--- config.mk ---
export PLATFORM = sky130hd
export DESIGN_NAME = mips_main_control_flat
export DESIGN_NICKNAME = d
export VERILOG_FILES = /design/src/rtl/mips_ctrl_pkg.sv /design/src/rtl/mips_main_control_if.sv /design/src/rtl/mips_ctrl_out_dec.sv /design/src/rtl/mips_main_control.sv /design/src/flat_wrapper.sv
export SDC_FILE = /design/constraint.sdc
export NUM_CORES = 1
export LEC_CHECK = 0
export CAP_MARGIN = 15
export CORE_ASPECT_RATIO = 0.8
export CORE_MARGIN = 4
export CORE_UTILIZATION = 35
export CTS_CLUSTER_SIZE = 12
export DETAILED_ROUTE_END_ITERATION = 10
export GPL_TIMING_DRIVEN = 0
export HOLD_SLACK_MARGIN = 0.06
export PLACE_DENSITY_LB_ADDON = 0.2
export SLEW_MARGIN = 0
export SYNTH_ARGS = -nofsm -noshare
export SYNTH_HDL_FRONTEND = slang
export SYNTH_HIERARCHICAL = 1
export SYNTH_SLANG_ARGS = --single-unit
export TNS_END_PERCENT = 10
--- constraint.sdc ---
create_clock -name clk -period 3.87 [get_ports clk]
set_input_delay 0.387 -clock clk [delete_from_list [all_inputs] [get_ports clk]]
set_output_delay 0.387 -clock clk [all_outputs]
set_load 0.02 [all_outputs]
--- src/rtl/mips_ctrl_pkg.sv ---
// mips_ctrl_pkg: opcodes, ALU class codes, mux selects, state encodings and control vector
package mips_ctrl_pkg;
    localparam int OPCODE_W   = 6;
    localparam int ALU_CODE_W = 2;
    localparam int STATE_W    = 4;

    localparam logic [OPCODE_W-1:0] OP_R     = 6'b000000;
    localparam logic [OPCODE_W-1:0] OP_LW    = 6'b100011;
    localparam logic [OPCODE_W-1:0] OP_SW    = 6'b101011;
    localparam logic [OPCODE_W-1:0] OP_BEQ   = 6'b000100;
    localparam logic [OPCODE_W-1:0] OP_J     = 6'b000010;
    localparam logic [OPCODE_W-1:0] OP_ADDIU = 6'b001001;

    localparam logic [ALU_CODE_W-1:0] ALU_CODE_MEM = 2'b00;
    localparam logic [ALU_CODE_W-1:0] ALU_CODE_BEQ = 2'b01;
    localparam logic [ALU_CODE_W-1:0] ALU_CODE_R   = 2'b10;

    localparam logic [1:0] SRC_B_RT     = 2'b00;
    localparam logic [1:0] SRC_B_FOUR   = 2'b01;
    localparam logic [1:0] SRC_B_IMM    = 2'b10;
    localparam logic [1:0] SRC_B_IMM_SH = 2'b11;

    localparam logic [1:0] PC_SRC_ALU    = 2'b00;
    localparam logic [1:0] PC_SRC_ALUOUT = 2'b01;
    localparam logic [1:0] PC_SRC_JUMP   = 2'b10;

    typedef enum logic [STATE_W-1:0] {
        S_IF       = 4'd0,
        S_ID       = 4'd1,
        S_MEM_ADDR = 4'd2,
        S_MEM_RD   = 4'd3,
        S_MEM_WB   = 4'd4,
        S_MEM_WR   = 4'd5,
        S_EXEC     = 4'd6,
        S_R_WB     = 4'd7,
        S_BRANCH   = 4'd8,
        S_JUMP     = 4'd9,
        S_IMM_EXEC = 4'd10,
        S_IMM_WB   = 4'd11
    } state_t;

    typedef struct packed {
        logic                  pc_write;
        logic                  pc_write_cond;
        logic [1:0]            pc_source;
        logic                  i_or_d;
        logic                  mem_read;
        logic                  mem_write;
        logic                  ir_write;
        logic                  mem_to_reg;
        logic                  reg_dst;
        logic                  reg_write;
        logic                  alu_src_a;
        logic [1:0]            alu_src_b;
        logic [ALU_CODE_W-1:0] alu_code;
    } ctrl_t;
endpackage

--- src/rtl/mips_main_control_if.sv ---
// mips_main_control_if: opcode/mem_ready inputs and datapath control strobes
interface mips_main_control_if;
    import mips_ctrl_pkg::*;
    logic [OPCODE_W-1:0]   opcode;
    logic                  mem_ready;
    logic                  pc_write;
    logic                  pc_write_cond;
    logic [1:0]            pc_source;
    logic                  i_or_d;
    logic                  mem_read;
    logic                  mem_write;
    logic                  ir_write;
    logic                  mem_to_reg;
    logic                  reg_dst;
    logic                  reg_write;
    logic                  alu_src_a;
    logic [1:0]            alu_src_b;
    logic [ALU_CODE_W-1:0] alu_code_out;
    logic [STATE_W-1:0]    state_out;

    modport master (
        input  opcode, mem_ready,
        output pc_write, pc_write_cond, pc_source, i_or_d, mem_read, mem_write, ir_write,
               mem_to_reg, reg_dst, reg_write, alu_src_a, alu_src_b, alu_code_out, state_out
    );
    modport slave (
        output opcode, mem_ready,
        input  pc_write, pc_write_cond, pc_source, i_or_d, mem_read, mem_write, ir_write,
               mem_to_reg, reg_dst, reg_write, alu_src_a, alu_src_b, alu_code_out, state_out
    );
endinterface

--- src/rtl/mips_ctrl_out_dec.sv ---
// mips_ctrl_out_dec: combinational state -> control vector map
// IMM_EXEC/IMM_WB decode only exists when MIPS_CTRL_ADDIU_EN is defined
module mips_ctrl_out_dec
    import mips_ctrl_pkg::*;
(
    input  state_t i_state,
    input  logic   i_mem_ready,
    output ctrl_t  o_ctrl
);
    always_comb begin
        o_ctrl = '0;
        case (i_state)
            S_IF: begin
                o_ctrl.mem_read  = 1'b1;
                o_ctrl.alu_src_b = SRC_B_FOUR;
                o_ctrl.alu_code  = ALU_CODE_MEM;
                o_ctrl.pc_source = PC_SRC_ALU;
                o_ctrl.ir_write  = i_mem_ready;
                o_ctrl.pc_write  = i_mem_ready;
            end
            S_ID: o_ctrl.alu_src_b = SRC_B_IMM_SH;
            S_MEM_ADDR: begin
                o_ctrl.alu_src_a = 1'b1;
                o_ctrl.alu_src_b = SRC_B_IMM;
            end
            S_MEM_RD: begin
                o_ctrl.mem_read = 1'b1;
                o_ctrl.i_or_d   = 1'b1;
            end
            S_MEM_WB: begin
                o_ctrl.reg_write  = 1'b1;
                o_ctrl.mem_to_reg = 1'b1;
            end
            S_MEM_WR: begin
                o_ctrl.mem_write = 1'b1;
                o_ctrl.i_or_d    = 1'b1;
            end
            S_EXEC: begin
                o_ctrl.alu_src_a = 1'b1;
                o_ctrl.alu_src_b = SRC_B_RT;
                o_ctrl.alu_code  = ALU_CODE_R;
            end
            S_R_WB: begin
                o_ctrl.reg_write = 1'b1;
                o_ctrl.reg_dst   = 1'b1;
            end
            S_BRANCH: begin
                o_ctrl.alu_src_a     = 1'b1;
                o_ctrl.alu_src_b     = SRC_B_RT;
                o_ctrl.alu_code      = ALU_CODE_BEQ;
                o_ctrl.pc_write_cond = 1'b1;
                o_ctrl.pc_source     = PC_SRC_ALUOUT;
            end
            S_JUMP: begin
                o_ctrl.pc_write  = 1'b1;
                o_ctrl.pc_source = PC_SRC_JUMP;
            end
`ifdef MIPS_CTRL_ADDIU_EN
            S_IMM_EXEC: begin
                o_ctrl.alu_src_a = 1'b1;
                o_ctrl.alu_src_b = SRC_B_IMM;
            end
            S_IMM_WB: o_ctrl.reg_write = 1'b1;
`endif
            default: o_ctrl = '0;
        endcase
    end
endmodule

--- src/rtl/mips_main_control.sv ---
// mips_main_control: multicycle MIPS main control FSM (next-state logic + reset gating)
// Define MIPS_CTRL_ADDIU_EN to add the ADDIU IMM_EXEC/IMM_WB path
module mips_main_control
    import mips_ctrl_pkg::*;
(
    input logic                 clk,
    input logic                 rst,
    mips_main_control_if.master bus
);
    state_t r_state;
    ctrl_t  w_ctrl;
    ctrl_t  w_out;

    mips_ctrl_out_dec u_dec (
        .i_state     (r_state),
        .i_mem_ready (bus.mem_ready),
        .o_ctrl      (w_ctrl)
    );

    always_ff @(posedge clk) begin
        if (!rst)
            r_state <= S_IF;
        else begin
            case (r_state)
                S_IF:       if (bus.mem_ready) r_state <= S_ID;
                S_ID: begin
                    case (bus.opcode)
                        OP_LW, OP_SW: r_state <= S_MEM_ADDR;
                        OP_R:         r_state <= S_EXEC;
                        OP_BEQ:       r_state <= S_BRANCH;
                        OP_J:         r_state <= S_JUMP;
`ifdef MIPS_CTRL_ADDIU_EN
                        OP_ADDIU:     r_state <= S_IMM_EXEC;
`endif
                        default:      r_state <= S_IF;
                    endcase
                end
                S_MEM_ADDR: r_state <= (bus.opcode == OP_LW) ? S_MEM_RD : S_MEM_WR;
                S_MEM_RD:   if (bus.mem_ready) r_state <= S_MEM_WB;
                S_MEM_WR:   if (bus.mem_ready) r_state <= S_IF;
                S_EXEC:     r_state <= S_R_WB;
`ifdef MIPS_CTRL_ADDIU_EN
                S_IMM_EXEC: r_state <= S_IMM_WB;
`endif
                default:    r_state <= S_IF;
            endcase
        end
    end

    // Reset dominates combinationally so no strobe leaks while rst is low
    assign w_out             = rst ? w_ctrl : '0;
    assign bus.state_out     = rst ? r_state : '0;
    assign bus.pc_write      = w_out.pc_write;
    assign bus.pc_write_cond = w_out.pc_write_cond;
    assign bus.pc_source     = w_out.pc_source;
    assign bus.i_or_d        = w_out.i_or_d;
    assign bus.mem_read      = w_out.mem_read;
    assign bus.mem_write     = w_out.mem_write;
    assign bus.ir_write      = w_out.ir_write;
    assign bus.mem_to_reg    = w_out.mem_to_reg;
    assign bus.reg_dst       = w_out.reg_dst;
    assign bus.reg_write     = w_out.reg_write;
    assign bus.alu_src_a     = w_out.alu_src_a;
    assign bus.alu_src_b     = w_out.alu_src_b;
    assign bus.alu_code_out  = w_out.alu_code;
endmodule

--- src/flat_wrapper.sv ---
// flat-port wrapper written by rule: the top's interface ports become plain ports
module mips_main_control_flat import mips_ctrl_pkg::*;
  (clk, rst, bus_opcode, bus_mem_ready, bus_pc_write, bus_pc_write_cond, bus_pc_source, bus_i_or_d, bus_mem_read, bus_mem_write, bus_ir_write, bus_mem_to_reg, bus_reg_dst, bus_reg_write, bus_alu_src_a, bus_alu_src_b, bus_alu_code_out, bus_state_out);
  mips_main_control_if bus_i ();
  input logic clk;
  input logic rst;
  input wire logic [$bits(bus_i.opcode)-1:0] bus_opcode;
  input wire logic [$bits(bus_i.mem_ready)-1:0] bus_mem_ready;
  output wire logic [$bits(bus_i.pc_write)-1:0] bus_pc_write;
  output wire logic [$bits(bus_i.pc_write_cond)-1:0] bus_pc_write_cond;
  output wire logic [$bits(bus_i.pc_source)-1:0] bus_pc_source;
  output wire logic [$bits(bus_i.i_or_d)-1:0] bus_i_or_d;
  output wire logic [$bits(bus_i.mem_read)-1:0] bus_mem_read;
  output wire logic [$bits(bus_i.mem_write)-1:0] bus_mem_write;
  output wire logic [$bits(bus_i.ir_write)-1:0] bus_ir_write;
  output wire logic [$bits(bus_i.mem_to_reg)-1:0] bus_mem_to_reg;
  output wire logic [$bits(bus_i.reg_dst)-1:0] bus_reg_dst;
  output wire logic [$bits(bus_i.reg_write)-1:0] bus_reg_write;
  output wire logic [$bits(bus_i.alu_src_a)-1:0] bus_alu_src_a;
  output wire logic [$bits(bus_i.alu_src_b)-1:0] bus_alu_src_b;
  output wire logic [$bits(bus_i.alu_code_out)-1:0] bus_alu_code_out;
  output wire logic [$bits(bus_i.state_out)-1:0] bus_state_out;
  assign bus_i.opcode = bus_opcode;
  assign bus_i.mem_ready = bus_mem_ready;
  assign bus_pc_write = bus_i.pc_write;
  assign bus_pc_write_cond = bus_i.pc_write_cond;
  assign bus_pc_source = bus_i.pc_source;
  assign bus_i_or_d = bus_i.i_or_d;
  assign bus_mem_read = bus_i.mem_read;
  assign bus_mem_write = bus_i.mem_write;
  assign bus_ir_write = bus_i.ir_write;
  assign bus_mem_to_reg = bus_i.mem_to_reg;
  assign bus_reg_dst = bus_i.reg_dst;
  assign bus_reg_write = bus_i.reg_write;
  assign bus_alu_src_a = bus_i.alu_src_a;
  assign bus_alu_src_b = bus_i.alu_src_b;
  assign bus_alu_code_out = bus_i.alu_code_out;
  assign bus_state_out = bus_i.state_out;
  mips_main_control u_core (.clk(clk), .rst(rst), .bus(bus_i));
endmodule
* Yosys cells after proc, flatten, opt, wreduce, memory -nomap -nowiden
Index checks and enable logic that the tools add are counted.
** Storage, ports and cells
- Word-level logic and storage cells :: 46
- Input port bits :: 9
- Bits in registers :: 4
- Output and inout port bits :: 20
** Cells by class
- Reductions and logical operators :: 8
- Equal/unequal tests :: 16
- Muxes and demuxes :: 21
** Operator list (number)
- 4-bit one-hot mux with 6 select lines :: 1
- 4-bit by 3-bit == test with 1-bit output, second input constant :: 4
- 16-bit two-way mux :: 1
- 4-bit two-way mux :: 4
- 4-bit one-hot mux with 4 select lines :: 1
- 6-bit == test, second input constant :: 2
- 1-bit two-way mux :: 9
- 4-bit by 2-bit == test with 1-bit output, second input constant :: 2
- 4-bit == test, second input constant :: 2
- 2-bit one-hot mux with 2 select lines :: 2
- 2-bit OR reduction :: 4
- 6-bit by 2-bit == test with 1-bit output, second input constant :: 1
- 6-bit by 3-bit == test with 1-bit output, second input constant :: 1
- 6-bit logical NOT :: 1
- 2-bit != test, second input constant :: 3
- 2-bit one-hot mux with 3 select lines :: 1
- 4-bit by 1-bit == test with 1-bit output, second input constant :: 1
- 4-bit logical NOT :: 1
- 3-bit two-way mux :: 1
- 3-bit AND reduction :: 1
- 3-bit OR reduction :: 1
- 1-bit one-hot mux with 2 select lines :: 1

* Longest topological paths before layout
- Depth after elaboration :: 4
- Depth in mapped cells :: 5
- Depth with buffers taken out :: 4

* Hierarchy
Netlist, hierarchy kept.
** Modules (own cells, without submodules)
- mips_main_control :: sequential area each 80.1 µm², area an instance 439.2 µm², cells each 59, instances 1
- mips_ctrl_out_dec :: sequential area each 0.0 µm², area an instance 193.9 µm², cells each 30, instances 1

* Worst setup path after synthesis
Ideal clock, no wire load.
- Path kind :: reg2out
- From :: reg u_core.r_state[0]
- To :: out bus_pc_write
- Setup slack :: 2.310 ns
- Buffers on the path :: 1
- Arrival time :: 1.173 ns
- Data required time :: 3.483 ns
- Cell stages (with the launch flop) :: 5
- Cell sequence :: dfxtp_1 buf_2 nand2_1 a211oi_1 and2_1
** RTL lines
- start: declaration :: RTL line mips_main_control.sv:10 : state_t r_state;
- start signal: assignment :: RTL line mips_main_control.sv:38 : S_MEM_ADDR: r_state <= (bus.opcode == OP_LW) ? S_MEM_RD : S_MEM_WR;
- end: declaration :: RTL line flat_wrapper.sv:9 : output wire logic [$bits(bus_i.pc_write)-1:0] bus_pc_write;

==> reports/metrics.cfg <==
[finish]
top_regs=u_core/r_state: 4 flops
multi_input_area_um2=502
n_fill_cell=170
seq_area_um2=80.1
drive_above_1_share=0.0833
largest_reg_flops=4
area_growth_pct=52.2
antennaDiodeCount=0
post-route-util=0.575
largest-register=u_core/r_state
layout.nets=131
final_area_um2=963

[routing]
vias=753
drt.antenna.violating_nets=0
drt_iter0_drc=21
viasPerCell=5.30
wl_per_cell_um=12.2
drtPass1Iterations=4
drt_wl_total_mm=1.73
drc=0

[timing]
finalHoldViolations=0
worstMarginPinSlew_ns=0.404
setup-violations-final=0
rsz0062_at_grt=false
finalCritPeriodShare=0.682
max_freq_mhz=379
report.final.slew_viol_count=0
hold_slack_ns=0.684
fin_crit_ns=2.64
slew-limit-headroom=0.731
fin_tns_setup_ns=0
clock_skew_ns=0.0000188

[critical_path]
crit_type=in2out
startpoint_type=primary input
cp.arrival_ns=2.25
cp_max_fo=6
cp-end-kind=primary output
crit_required_ns=3.48

[global_routing]
antenna_found_initial=0
grt_pass1_vias=608
grt_max_degree=13
grt_pass1_wl_mm=2.64
gr-usage-all-layers=0.129
grt_overflow=0

[power]
power.switching_uw=39.2
powerDensity_nw_per_um2=146
cellInternalPower_uw=101
p_sw_frac=0.280
clock_power_share=0.350
p_leak_uw=0.000362
p_comb_frac=0.330
ir_drop_mv=0.185
pwr-share-seq=0.320

[die]
io_pins=29
core_area_um2=1680
dieArea_um2=2560
start_util=0.378
die_height_um=46.0
rows=13
die_width_um=55.6

[place]
post-dp-hpwl_mm=1.39
portBuffers=28
place_area_um2=941
gp_congestion=0.851

[logic_synthesis]
synth_cell_types=36
synthArstFlopShare=0
synth.area.top_cells=and2_1 (21%), dfxtp_1 (13%), nand2b_1 (5.9%)
synth_edf_count=0
synthCells=89
synth_top_area_share=0.208
ys_warn_count=6
yosysMostFrequentCell=and2_1
synth_compound_area_frac=0.119
synth_top_cell_by_area=and2_1
yosys.area_share.simple=0.632
ys_seq_elements=4
synthFlopType=dfxtp_1
synthTopCellsByCount=and2_1 (21), nand2b_1 (6), nor3_1 (6)
synth.area.mux_share=0
synth_area_um2=633
synth_top_family_by_area=simple AND/OR/NAND/NOR gates
syn_nets=98
syn_area_per_cell_um2=7.11
yosysSeqAreaShare=0.126
yosys.area_share.xor_xnor=0.0415
synthAdderAreaFrac=0

[clocking]
cts_sinks=4
cts_root_buf=clkbuf_4
cts_buffers=3
clock_latency_ns=0.23
cts_setup_buffers=0
cts.repair.resized=0
cts-hold-fix-buffers=0
cts_tree=done
htreeDepth=1
clk_pin_slew_worst_paths_ns=0.04
clock_path_buffers=2

[run_status]
outcome=finished clean

[flow_run]
maxCapViolCount=0

[hold_path]
hold_class=reg2reg

[cell families (layout without fill, tap and decap cells)]
logic type / after synthesis / count (layout)
AOI/OAI and AO/OA: 10 / 10
buffers and inverters: 9 / 40
xor gates and xnor gates: 3 / 3
and+or+nand+nor: 63 / 63
DFF: 4 / 4
[worst paths after layout]
kind,startpoint,end,slack (ns),depth (start not counted)
worst min register to register,u_core/r_state[1],u_core/r_state[0],0.68,2
worst max register to register,u_core/r_state[3],u_core/r_state[2],2.18,4
worst max-delay path,bus_mem_ready,bus_pc_write,1.23,5
worst min-delay path,u_core/r_state[1],u_core/r_state[0],0.68,2
[per-layer routing]
layer	vias to the layer above	routed length, µm	global-route usage	share of wire
li1	384	-	-	-
met1	343	833	0.177	0.48
met2	26	790	0.210	0.46
met3	0	107	0.00850	0.062
met4	0	0	0.0583	0
met5	-	0	0	0
[power groups by stage]
stage,registers [µW],clock network [µW],logic [µW]
after floorplan,44.5,0,24.3
after global placement,45.3,0,45.7
after detailed placement,45.4,0,46.5
after CTS,44.7,52.1,46.6
after global routing,45.0,55.9,50.0
final,44.8,49.1,46.3
[metrics by stage]
stage	power (µW)	worst slack, ns	cells
after floorplan	68.8	2.31	89
after global placement	90.9	1.22	139
after detailed placement	91.9	1.22	139
after CTS	143	1.22	142
after global routing	151	1.16	142
final	140	1.23	142
[layout by cell type (no fill, tap or decap), types with 3 or more instances in the layout]
cell type        synthesis  layout
a21oi_1                  3       3
and2_1                  21      21
clkbuf_1                 3       3
clkbuf_4                 0       3
clkdlybuf4s50_1          0      28
dfxtp_1                  4       4
nand2b_1                 6       6
nor2_1                   5       5
nor3_1                   6       6
nor3b_1                  4       4
nor4_1                   3       3
[final cells by class]
| type | count | share of cell area |
|---|---|---|
| Sequential cell | 4 | 0.0831 |
| Tap cell | 22 | 0.0286 |
| Buffer | 8 | 0.0494 |
| Inverter | 1 | 0.00390 |
| Multi-Input combinational cell | 76 | 0.521 |
| Timing Repair Buffer | 28 | 0.291 |
| Clock buffer | 3 | 0.0234 |
[worst max-delay path, stage by stage]
cell and delay, ns:
clkdlybuf4s50_1 0.55, or3b_1 0.36, a211oi_1 0.20, and2_1 0.15
clkdlybuf4s50_1 0.60
No activity file was read; power rests on OpenSTA's default activity.
